==> src/rtl/instr_fetch_unit.sv <==
// instr_fetch_unit: fetch stage that holds the PC, issues word fetches to imem and hands instructions to decode
//
// Ports:
//   clk, rst_n                      clock (rising edge), asynchronous active-low reset
//   imem_req, imem_addr             fetch request and word-aligned byte address (addr is pc_r at all times)
//   imem_ready                      imem accepts the request this cycle
//   imem_rvalid, imem_rdata         returned instruction word
//   redirect_en, redirect_pc        taken branch/jump from execute; discards any fetch in flight
//   out_valid, out_ready            valid/ready handshake to decode
//   instr, pc, pc_plus4             fetched instruction, its address and address + 4
//   misalign_err                    sticky misaligned-redirect flag (MISALIGN_TRAP_EN builds only, else 0)
//
// Build option: define MISALIGN_TRAP_EN to halt on a misaligned redirect target instead of masking it.
module instr_fetch_unit #(
  parameter logic [31:0] RESET_PC = 32'h0000_0000
) (
  input  logic        clk,
  input  logic        rst_n,
  output logic        imem_req,
  output logic [31:0] imem_addr,
  input  logic        imem_ready,
  input  logic        imem_rvalid,
  input  logic [31:0] imem_rdata,
  input  logic        redirect_en,
  input  logic [31:0] redirect_pc,
  output logic        out_valid,
  input  logic        out_ready,
  output logic [31:0] instr,
  output logic [31:0] pc,
  output logic [31:0] pc_plus4,
  output logic        misalign_err
);
`ifdef MISALIGN_TRAP_EN
  typedef enum logic [2:0] {IDLE, REQ, WAIT, DROP, HOLD, HALT} state_t;
`else
  typedef enum logic [2:0] {IDLE, REQ, WAIT, DROP, HOLD} state_t;
`endif
  state_t      state;
  logic [31:0] pc_r;
  logic [31:0] target;
  assign target    = redirect_pc & ~32'h3;
  assign imem_req  = state == REQ;
  assign out_valid = state == HOLD;
  assign imem_addr = pc_r;
  assign pc        = pc_r;
  assign pc_plus4  = pc_r + 32'd4;
`ifdef MISALIGN_TRAP_EN
  logic trap;
  logic err_r;
  assign trap         = redirect_en && (redirect_pc[1:0] != 2'b00);
  assign misalign_err = err_r;
  always_ff @(posedge clk or negedge rst_n)
    if (!rst_n) err_r <= 1'b0;
    else if (trap && state != IDLE && state != HALT) err_r <= 1'b1;
`else
  assign misalign_err = 1'b0;
`endif
  // DROP means one accepted request is still owed by imem and its data must be thrown away.
  always_ff @(posedge clk or negedge rst_n) begin
    if (!rst_n) begin
      state <= IDLE;
      pc_r  <= RESET_PC;
      instr <= 32'h0000_0013;
    end else begin
`ifdef MISALIGN_TRAP_EN
      // HALT never leaves and ignores rvalid, so any owed response is implicitly discarded.
      if (trap && state != IDLE && state != HALT) state <= HALT;
      else
`endif
      case (state)
        IDLE: state <= REQ;
        REQ: begin
          if (redirect_en) begin
            pc_r  <= target;
            state <= imem_ready ? DROP : REQ;
          end else if (imem_ready) state <= WAIT;
        end
        WAIT: begin
          if (redirect_en) begin
            pc_r  <= target;
            state <= imem_rvalid ? REQ : DROP;
          end else if (imem_rvalid) begin
            instr <= imem_rdata;
            state <= HOLD;
          end
        end
        DROP: begin
          if (redirect_en) pc_r <= target;
          if (imem_rvalid) state <= REQ;
        end
        HOLD: begin
          if (redirect_en) begin
            pc_r  <= target;
            state <= REQ;
          end else if (out_ready) begin
            pc_r  <= pc_r + 32'd4;
            state <= REQ;
          end
        end
        default: state <= state;
      endcase
    end
  end
endmodule

==> config.mk <==
export PLATFORM = sky130hd
export DESIGN_NAME = instr_fetch_unit
export DESIGN_NICKNAME = d
export VERILOG_FILES = /design/src/rtl/instr_fetch_unit.sv
export SDC_FILE = /design/constraint.sdc
export NUM_CORES = 1
export LEC_CHECK = 0
export BUFFER_PORTS_ARGS = -buffer_cell sky130_fd_sc_hd__buf_2
export CAP_MARGIN = 15
export CORE_MARGIN = 5
export CORE_UTILIZATION = 52
export CTS_BUF_LIST = sky130_fd_sc_hd__clkbuf_4
export CTS_CLUSTER_DIAMETER = 40
export DETAILED_ROUTE_END_ITERATION = 16
export GPL_ROUTABILITY_DRIVEN = 1
export PLACE_DENSITY = 0.94
export SYNTH_ARGS = -nofsm -noshare
export SYNTH_HDL_FRONTEND = slang
export SYNTH_SLANG_ARGS = --single-unit
==> constraint.sdc <==
create_clock -name clk -period 4.6 [get_ports clk]
set_input_delay 0.92 -clock clk [delete_from_list [all_inputs] [get_ports clk]]
set_output_delay 0.92 -clock clk [all_outputs]
set_load 0.01 [all_outputs]
### Yosys cells after proc, flatten, opt, wreduce, memory -nomap -nowiden

Index checks and enable logic that the tools add are counted.

| storage, ports and cells | value |
|---|---|
| memories | 0 |
| memory bits (read-only) | 0 |
| register bits | 67 |
| latch bits | 0 |
| bits in writable memories | 0 |
| input bits | 70 |

| cells by class | value |
|---|---|
| equality and inequality tests | 9 |
| add/subtract/negate cells | 1 |
| magnitude comparators | 0 |
| multiply operators | 0 |
| shift-type cells | 0 |
| divide/modulo/power cells | 0 |
| bitwise gates (word level) | 1 |
| reduce and logical (&&, ||, !) cells | 7 |
| mux-type cells | 14 |

Operators with widths:

| cell | count |
|---|---|
| 32-bit 2-to-1 mux | 3 |
| 32-bit one-hot mux with 2 select lines | 1 |
| 32-bit by 3-bit adder with 32-bit output (second input constant) | 1 |
| 3-bit 2-to-1 mux | 7 |
| 3-bit one-hot mux with 5 select lines | 1 |
| 3-bit by 2-bit equality test with 1-bit output (second input constant) | 2 |
| 3-bit AND reduction | 2 |
| 5-bit AND reduction | 1 |
| 5-bit nonzero test | 1 |
| 2-bit 2-to-1 mux | 2 |
| 3-bit by 1-bit equality test with 1-bit output (second input constant) | 1 |
| 3-bit equality test (second input constant) | 1 |
| 3-bit logical NOT | 1 |
| 3-bit by 1-bit != test with 1-bit output (second input constant) | 1 |
| 3-bit by 2-bit != test with 1-bit output (second input constant) | 1 |
| 3-bit != test (second input constant) | 1 |
| 3-bit OR reduction | 1 |
| 2-bit by 1-bit != test with 1-bit output (second input constant) | 1 |
| 2-bit != test (second input constant) | 1 |
| 2-bit nonzero test | 1 |
| 1-bit inverter | 1 |

### Depth between registers and ports, before layout

Gate-level depths: netlist of run 1.

| depth | value |
|---|---|
| depth in word-level cells | 4 |
| gate-level depth with buffers | 7 |
| depth with buffers taken out | 5 |

### Worst setup path after synthesis of run 1

Ideal clock, no wire load.

| timing | value |
|---|---|
| path kind | register to output |
| start point | register pc_r[3] (netlist: imem_addr[3]) |
| end point | output port pc_plus4[18] |
| slack | 1905 ps |
| stages on the path, launching flop included | 6 |
| arrival time | 1775 ps |
| cells stage by stage | dfrtp_1 -> ha_1 -> nand4_1 -> or4_1 -> buf_2 -> xnor2_1 |

| on the way | value |
|---|---|
| longest elaborated chain between the ends | 1 |

RTL lines:

| item | RTL line | RTL |
|---|---|---|
| start, declared | 39 | `logic [31:0] pc_r;` |
| start signal, assigned | 74 | `pc_r <= target;` |
| start signal, assigned | 80 | `pc_r <= target;` |
| start signal, assigned | 88 | `if (redirect_en) pc_r <= target;` |
| 32-bit by 3-bit adder with 32-bit output | 46 | `assign pc_plus4 = pc_r + 32'd4;` |
| end, declared | 30 | `output logic [31:0] pc_plus4,` |

Every way passes these cells.

### Worst setup path after layout of run 1

| timing | value |
|---|---|
| start point | register pc_r[2] (netlist: imem_addr[2]) |
| end point | output port pc_plus4[20] |

The elaborated chain is that of the path after synthesis.

==> results of run 1 <==
-- routing by layer --
| metal | part of all wire (%) | vias up | track usage (%) | wire length [µm] |
|---|---|---|---|---|
| met5 | 0 | - | 0 | 0 |
| met3 | 8.9 | 18 | 4.91 | 1050 |
| li1 | - | 1808 | - | - |
| met1 | 39 | 1854 | 29.2 | 4530 |
| met2 | 51 | 209 | 41.4 | 5950 |
| met4 | 1.6 | 0 | 7.56 | 192 |
-- worst paths after layout --
kind | start | to | slack (ns) | depth (start not counted)
setup / recovery | imem_addr[2] | pc_plus4[20] | 0.94 | 6
hold / removal | instr[31] | instr[31] | 0.51 | 1
setup reg to reg | imem_addr[2] | imem_addr[20] | 2.17 | 5
hold reg to reg | instr[31] | instr[31] | 0.51 | 1
max in group asynchronous | rst_n | imem_addr[8] | 3.10 | 2
min in group asynchronous | rst_n | imem_addr[7] | 0.56 | 1
-- layout make-up --
cell class                 instances  area (µm²)  area share (%)
multi-input combinational        294        2120            42.1
sequential                        65        1630            32.5
clock inverter                     7        52.6            1.05
inverter                           9        33.8           0.673
timing repair buffer             196         993            19.8
tap                              102         128            2.54
clock buffer                       9        67.6            1.35
-- kinds of logic after synthesis --
family	after synthesis
compound gates	78
xor+xnor	27
fa+ha+maj	1
buf+inv	79
flops	65
mux	46
other cells	1
simple gates	135
-- flip-flops by register name, summed over array words and instances (netlist names) --
register   count
imem_addr     30
state          3
instr         32
-- cell usage after synthesis (all sizes together), types with 6 or more instances --
cell type / n
o211ai: 13
inv: 9
xnor2: 24
o21ai: 18
buf: 60
nand2: 28
mux2i: 14
a21oi: 8
nand3: 16
nor2: 19
nor3: 6
clkbuf: 10
and3: 9
mux2: 32
dfrtp: 62
a31o: 7
and2: 14
or3: 12
nand4: 11
a31oi: 8
-- through the flow --
| step | area [µm²] | power, W | worst slack (ns) |
|---|---|---|---|
| final | 5020 | 0.000980 | 0.937 |
| after global routing | 5020 | 0.00103 | 0.730 |
| after CTS | 5020 | 0.000990 | 0.968 |
| after detailed placement | 4900 | 0.000640 | 1.45 |
| after global placement | 4900 | 0.000638 | 1.48 |
| after floorplan | 4200 | 0.000603 | 1.91 |
-- power by group through the flow --
stage | combinational, W | clock [W] | sequential (W)
floorplan | 0.0000204 | 0 | 0.000582
global placement | 0.0000553 | 0 | 0.000582
detailed placement | 0.0000577 | 0 | 0.000582
CTS | 0.0000579 | 0.000360 | 0.000571
global route | 0.0000651 | 0.000394 | 0.000572
finish | 0.0000572 | 0.000352 | 0.000571
==> impl_results.md, run 1 <==
* First-pass GRT wire length at 19.1 mm
* Clock Sinks at 65
* Simple-gate share of the synthesized area at a little under a fifth
* Unique masters post-synth at 55
* Hold Slack at between 0.5 and 0.6 ns
* Worst-path clk slew at roughly 0.13 ns
* Worst vdd ir at approximately 0.14 mV
* Maxcap violations at 0
* Delay-heaviest family, CP: simple AND/OR/NAND/NOR gates
* Final wirelength at roughly 12 mm
* Number of flops mapped to enable cells by yosys at 0
* Synthesis Warnings at 0
* Final GP Congestion at around 0.89
* Initial Util at between 50% and 60%
* Vias/cell at approximately 5.7
* Post-CTS setup buffers at 0
* Combinational Power Share at just under 6%
* Cells resized by post-CTS repair at 0
* Post-CTS Hold Buffers at 0
* Critical path endpoint category: output pin
* Filler cell count at 660
* P_leak at ~2.5 nW
* Register bit total from synthesis at 65
* Vias in the first global route at around 3800
* DRT antenna net count at 0
* HP Class: flop to flop
* Period minus WS final at around 3.7 ns
* Largest net degree at the start of global routing at 43
* DR WL/cell at between 15 and 20 µm
* Slowest-stage cell, CP: nor4_4
* Setup violations, final at 0
* CTS Buffer Depth at 2
* Total global-route track usage at about a quarter
* Cell Area, Synth at about 0.0042 mm²
* H-Tree Depth at 3
* CTS root buffer: clkbuf_4
* Area Growth Syn to Fin at 20.2%
* Crit Path Max Fanout at 10
* Int Pwr at approximately 0.00071 W
* Sequential share of the synthesized area at 39.0%
* # diodes at 0
* Setup crit start kind: flop
* Largest family of logic cells by synthesized area: simple AND/OR/NAND/NOR gates
* XOR/XNOR share of the synthesized area at approximately 5.7%
* Worst EP arrival at approximately 2.7 ns
* DIE AREA at around 0.01 mm²
* Chip Width at between 90 and 100 µm
* Async set-reset flop share out of synthesis at 100%
* DP HPWL at roughly 9 mm
* Final period utilization at 79.6%
* Antenna violations before repair at 0
* Unrepaired setup endpoints after global routing: no
* Sequential share of power at 58.3%
* Finished Layout Cells at 682
* Outcome: complete, no violations
* Setup Total Neg Slack at 0 ns
* Via count at 3889
* Pre-antenna DRT Iters at 5
* Psw at 0.000266 W
* Fin Clk Skew at 0.0171 ns
* Post-synthesis average cell area at roughly 9.7 µm²
* Final Slew Violations at 0
* Core box area at roughly 0.0078 mm²
* Post-synthesis mux area share at about an eighth
* Post-synth top area share at approximately 37%
* Worst stage delay on the critical path at 0.58 ns
* Final hold viol count at 0
* Ports at roughly 200
* Post-synthesis compound-gate area fraction at 13.1%
* Final Util at between 60% and 70%
* Nets at 646
* Crit-path cells: ha_1 -> nand4_1 -> nor4_4 -> nand3_1 -> xnor2_1 -> buf_2
* DIE HEIGHT at between 90 and 100 µm
* Clk network pwr share at 35.9%
* Actual slew at the worst max-slew pin at about 0.77 ns
* GRT Residual Overflow at 0
* Yosys top cell by area: dfrtp_1
* Worst EP required at around 3.7 ns
* Buf+Inv Stages, Crit Path at 1
* Most frequent cells in the layout: 191 x buf_2, 62 x dfrtp_1, 32 x mux2_2
* Adder-Cell Fraction of Synth Area at 0.299%
* Row count at 32
* Slew HR at between 40% and 50%
* Placed Cells at around 670
* Maximum clock rate at roughly 270 MHz
* DR DRC count at 0
* CTS tree: yes
* Synth Flop Type: dfrtp_1
* Ranking of synthesized cells by area: dfrtp_1 37%, mux2_2 8.6%, buf_4 6.8%
* PortBufs at ~190
* Syn Inst Count at 432
* Critical path class: flop to output pin
* Most common cell after layout, fill and taps aside: buf_2
* Num CTS Buffers at 9
* Share of post-route cells with drive strength above 1 at between 40% and 50%
* DR iter-0 viols at approximately 230
* Clock Latency Late Sink at between 0.4 and 0.5 ns
* Pwr dens at ~200 mW/mm²
* Sw Ratio at a little over a quarter
Power figures use the tool's default switching activity.
==> run 2: changes to the inputs <==
--- a/config.mk
+++ b/config.mk
@@ -5,15 +5,16 @@
 export SDC_FILE = /design/constraint.sdc
 export NUM_CORES = 1
 export LEC_CHECK = 0
+export ABC_AREA = 1
 export BUFFER_PORTS_ARGS = -buffer_cell sky130_fd_sc_hd__buf_2
 export CAP_MARGIN = 15
 export CORE_MARGIN = 5
-export CORE_UTILIZATION = 52
+export CORE_UTILIZATION = 48
 export CTS_BUF_LIST = sky130_fd_sc_hd__clkbuf_4
 export CTS_CLUSTER_DIAMETER = 40
 export DETAILED_ROUTE_END_ITERATION = 16
 export GPL_ROUTABILITY_DRIVEN = 1
-export PLACE_DENSITY = 0.94
+export PLACE_DENSITY = 0.88
 export SYNTH_ARGS = -nofsm -noshare
 export SYNTH_HDL_FRONTEND = slang
 export SYNTH_SLANG_ARGS = --single-unit
==> constraint.sdc (replaced) <==
create_clock -name clk -period 3.5 [get_ports clk]
set_input_delay 0.7 -clock clk [delete_from_list [all_inputs] [get_ports clk]]
set_output_delay 0.7 -clock clk [all_outputs]
set_load 0.01 [all_outputs]
==> run 2 against run 1 <==
  * Clock-buffer cell count stayed put
  * Register-to-register slack lost 0.87 ns
  * Sequential power grew 45%
  * First-iteration DRC count shrank 50%
  * Clock power rose by 60%
  * Worst hold slack lost 0.24 ns
  * Synthesized area decreased by 3.2%
  * Sequential share of layout area up 0.29 points
  * Largest cell class unchanged
  * Largest power group unchanged
==> impl_results.md, run 2 <==
* Chip Width at 102 µm
* Syn Inst Count at roughly 530
* Cell Area, Synth at ~0.0040 mm²
* Placed Cells at approximately 790
* Final period utilization at between 80% and 90%
* Critical path class: flop to output pin
* Vias/cell at about 5
* Largest net degree at the start of global routing at 38
* Int Pwr at approximately 0.0011 W
* Worst EP arrival at ~2.1 ns
* Most common cell in the netlist: nand2_1
* Post-CTS Hold Buffers at 0
* Worst-path clk slew at 0.14 ns
* Finished Layout Cells at between 800 and 900
* Combinational Power Share at about 17%
* Clk network pwr share at between 30% and 40%
* Via count at 3987
* First-pass GRT wire length at 18.0 mm
* DP HPWL at between 9 and 10 mm
* Cell area after layout at between 0.004 and 0.005 mm²
* Register bit total from synthesis at 65
* Buf+Inv Stages, Crit Path at 1
* Core box area at 0.00822 mm²
* Unique masters post-synth at 31
* Period minus WS final at between 2 and 3 ns
* Ports at roughly 200
* CTS Buffer Depth at 2
* Final hold viol count at 0
* Register area at about 0.0016 mm²
* Crit Path Max Fanout at 5
* DR WL/cell at approximately 14 µm
* Total global-route track usage at approximately 22%
* Post-synthesis average cell area at about 7.6 µm²
* DIE AREA at between 0.01 and 0.015 mm²
* Area Growth Syn to Fin at 23.1%
* Maximum clock rate at between 300 and 400 MHz
* Share of post-route cells with drive strength above 1 at a little over a third
* Unrepaired setup endpoints after global routing: no
* # diodes at 0
* Flip-flop count of the largest register after layout at 32
* HP Class: input pin to asynchronous set/reset pin
* Top post-synthesis cells by count: 164 x nand2_1, 62 x dfrtp_1, 50 x inv_1, 50 x nor2_1, 41 x a21oi_1
* Nets at around 760
* Setup violations, final at 0
* Clock Latency Late Sink at about 0.43 ns
* Multi-input logic area at 0.00189 mm²
* Final Slew Violations at 0
* Row count at 33
* Placed cell area at between 0.004 and 0.005 mm²
* Worst stage delay on the critical path at between 0.4 and 0.5 ns
* Maxcap violations at 0
* Most frequent CP cell: nand2_1
* Post-CTS setup buffers at 0
* Initial Util at roughly half
* Delay-heaviest family, CP: simple AND/OR/NAND/NOR gates
* Fin Clk Skew at about 0.025 ns
* Hold Slack at around 0.27 ns
* Critical path endpoint category: output pin
* Most common cell after layout, fill and taps aside: buf_2
* Slowest-stage cell, CP: dfrtp_1
* Pre-antenna DRT Iters at 4
* H-Tree Depth at 3
* CTS tree: yes
* GRT Residual Overflow at 0
* Outcome: complete, no violations
* DR DRC count at 0
* Worst vdd ir at between 0.2 and 0.3 mV
* Antenna violations before repair at 0
* P_leak at ~2.8 nW
* Cells resized by post-CTS repair at 0
* Num CTS Buffers at 9
* Most frequent cells in the layout: 191 x buf_2, 164 x nand2_1, 62 x dfrtp_1
* Worst EP required at between 2 and 3 ns
* Psw at approximately 0.00055 W
* Post-synth top area share at 38.4%
* Vias in the first global route at ~3800
* Synth Flop Type: dfrtp_1
* Actual slew at the worst max-slew pin at ~1.0 ns
* Setup crit start kind: flop
* Crit-path cells: ha_1 -> nand2_1 -> nor2_1 -> nand2_1 -> nor2_1 -> nand3_1 -> nand2_1 -> buf_2
* Yosys top cell by area: dfrtp_1
* PortBufs at roughly 190
* DRT antenna net count at 0
* DIE HEIGHT at around 100 µm
* Sw Ratio at between 30% and 40%
* Setup Total Neg Slack at 0 ns
* CTS root buffer: clkbuf_4
* Clock Sinks at 65
* Sequential share of the synthesized area at between 40% and 50%
* Top reg by flops: instr
* Slew HR at about a third
* DR iter-0 viols at 115
* Ranking of synthesized cells by area: dfrtp_1 38%, nand2_1 15%, buf_4 7.1%
* Sequential share of power at between 40% and 50%
* Final GP Congestion at between 0.9 and 1
* Filler cell count at about 760
* Async set-reset flop share out of synthesis at 100%
* Pwr dens at between 300 and 400 mW/mm²
* Final wirelength at 11.6 mm
* Synthesis Warnings at 0
* Number of flops mapped to enable cells by yosys at 0
## run 2: final cells by class
class,count,share of cell area [%]
Tap cell,105,2.64
Clock buffer,9,1.36
Multi-Input combinational cell,369,38.0
Clock inverter,7,1.68
Inverter,52,3.92
Timing Repair Buffer,194,19.7
Sequential cell,65,32.8
## run 2: routing by layer
metal | up-vias | wire length, µm | track usage (%)
li1 | 1956 | - | -
met5 | - | 0 | 0
met2 | 205 | 5710 | 38.3
met1 | 1807 | 4320 | 25.6
met3 | 19 | 1340 | 6.82
met4 | 0 | 211 | 8.38
## run 2: power groups by stage
stage          clock (W)  combinational, W  sequential, W
4_1_cts         0.000575          0.000291       0.000827
3_5_place_dp           0          0.000290       0.000842
2_1_floorplan          0          0.000164       0.000844
5_1_grt         0.000602          0.000322       0.000835
6_report        0.000562          0.000287       0.000828
3_3_place_gp           0          0.000283       0.000839
## run 2: cells by family after synthesis
group | after synthesis | share of synthesized area, %
compound gates | 60 | 7.61
other cells | 1 | 0.0927
fa+ha+maj | 1 | 0.309
flops | 65 | 40.3
mux | 32 | 8.91
buf+inv | 104 | 13.5
simple gates | 261 | 27.5
xor+xnor | 8 | 1.73
## run 2: metrics by stage
stage / total power [W] / util [%] / setup slack (ns)
floorplan: 0.00101 / - / 1.45
global placement: 0.00112 / 58.7 / 1.16
detailed placement: 0.00113 / 58.7 / 1.13
CTS: 0.00169 / 60.6 / 0.670
global route: 0.00176 / 60.6 / 0.473
finish: 0.00168 / 60.6 / 0.698
## run 2: worst paths after layout
path,depth (start not counted),end,slack (ns),from
max,8,pc_plus4[24],0.70,imem_addr[3]
min,1,imem_addr[22],0.27,rst_n
max reg2reg,7,imem_addr[17],1.30,state[0]
min reg2reg,1,instr[13],0.51,instr[13]
max in group asynchronous,2,instr[0],2.23,rst_n
min in group clk,2,instr[14],0.48,imem_rdata[14]
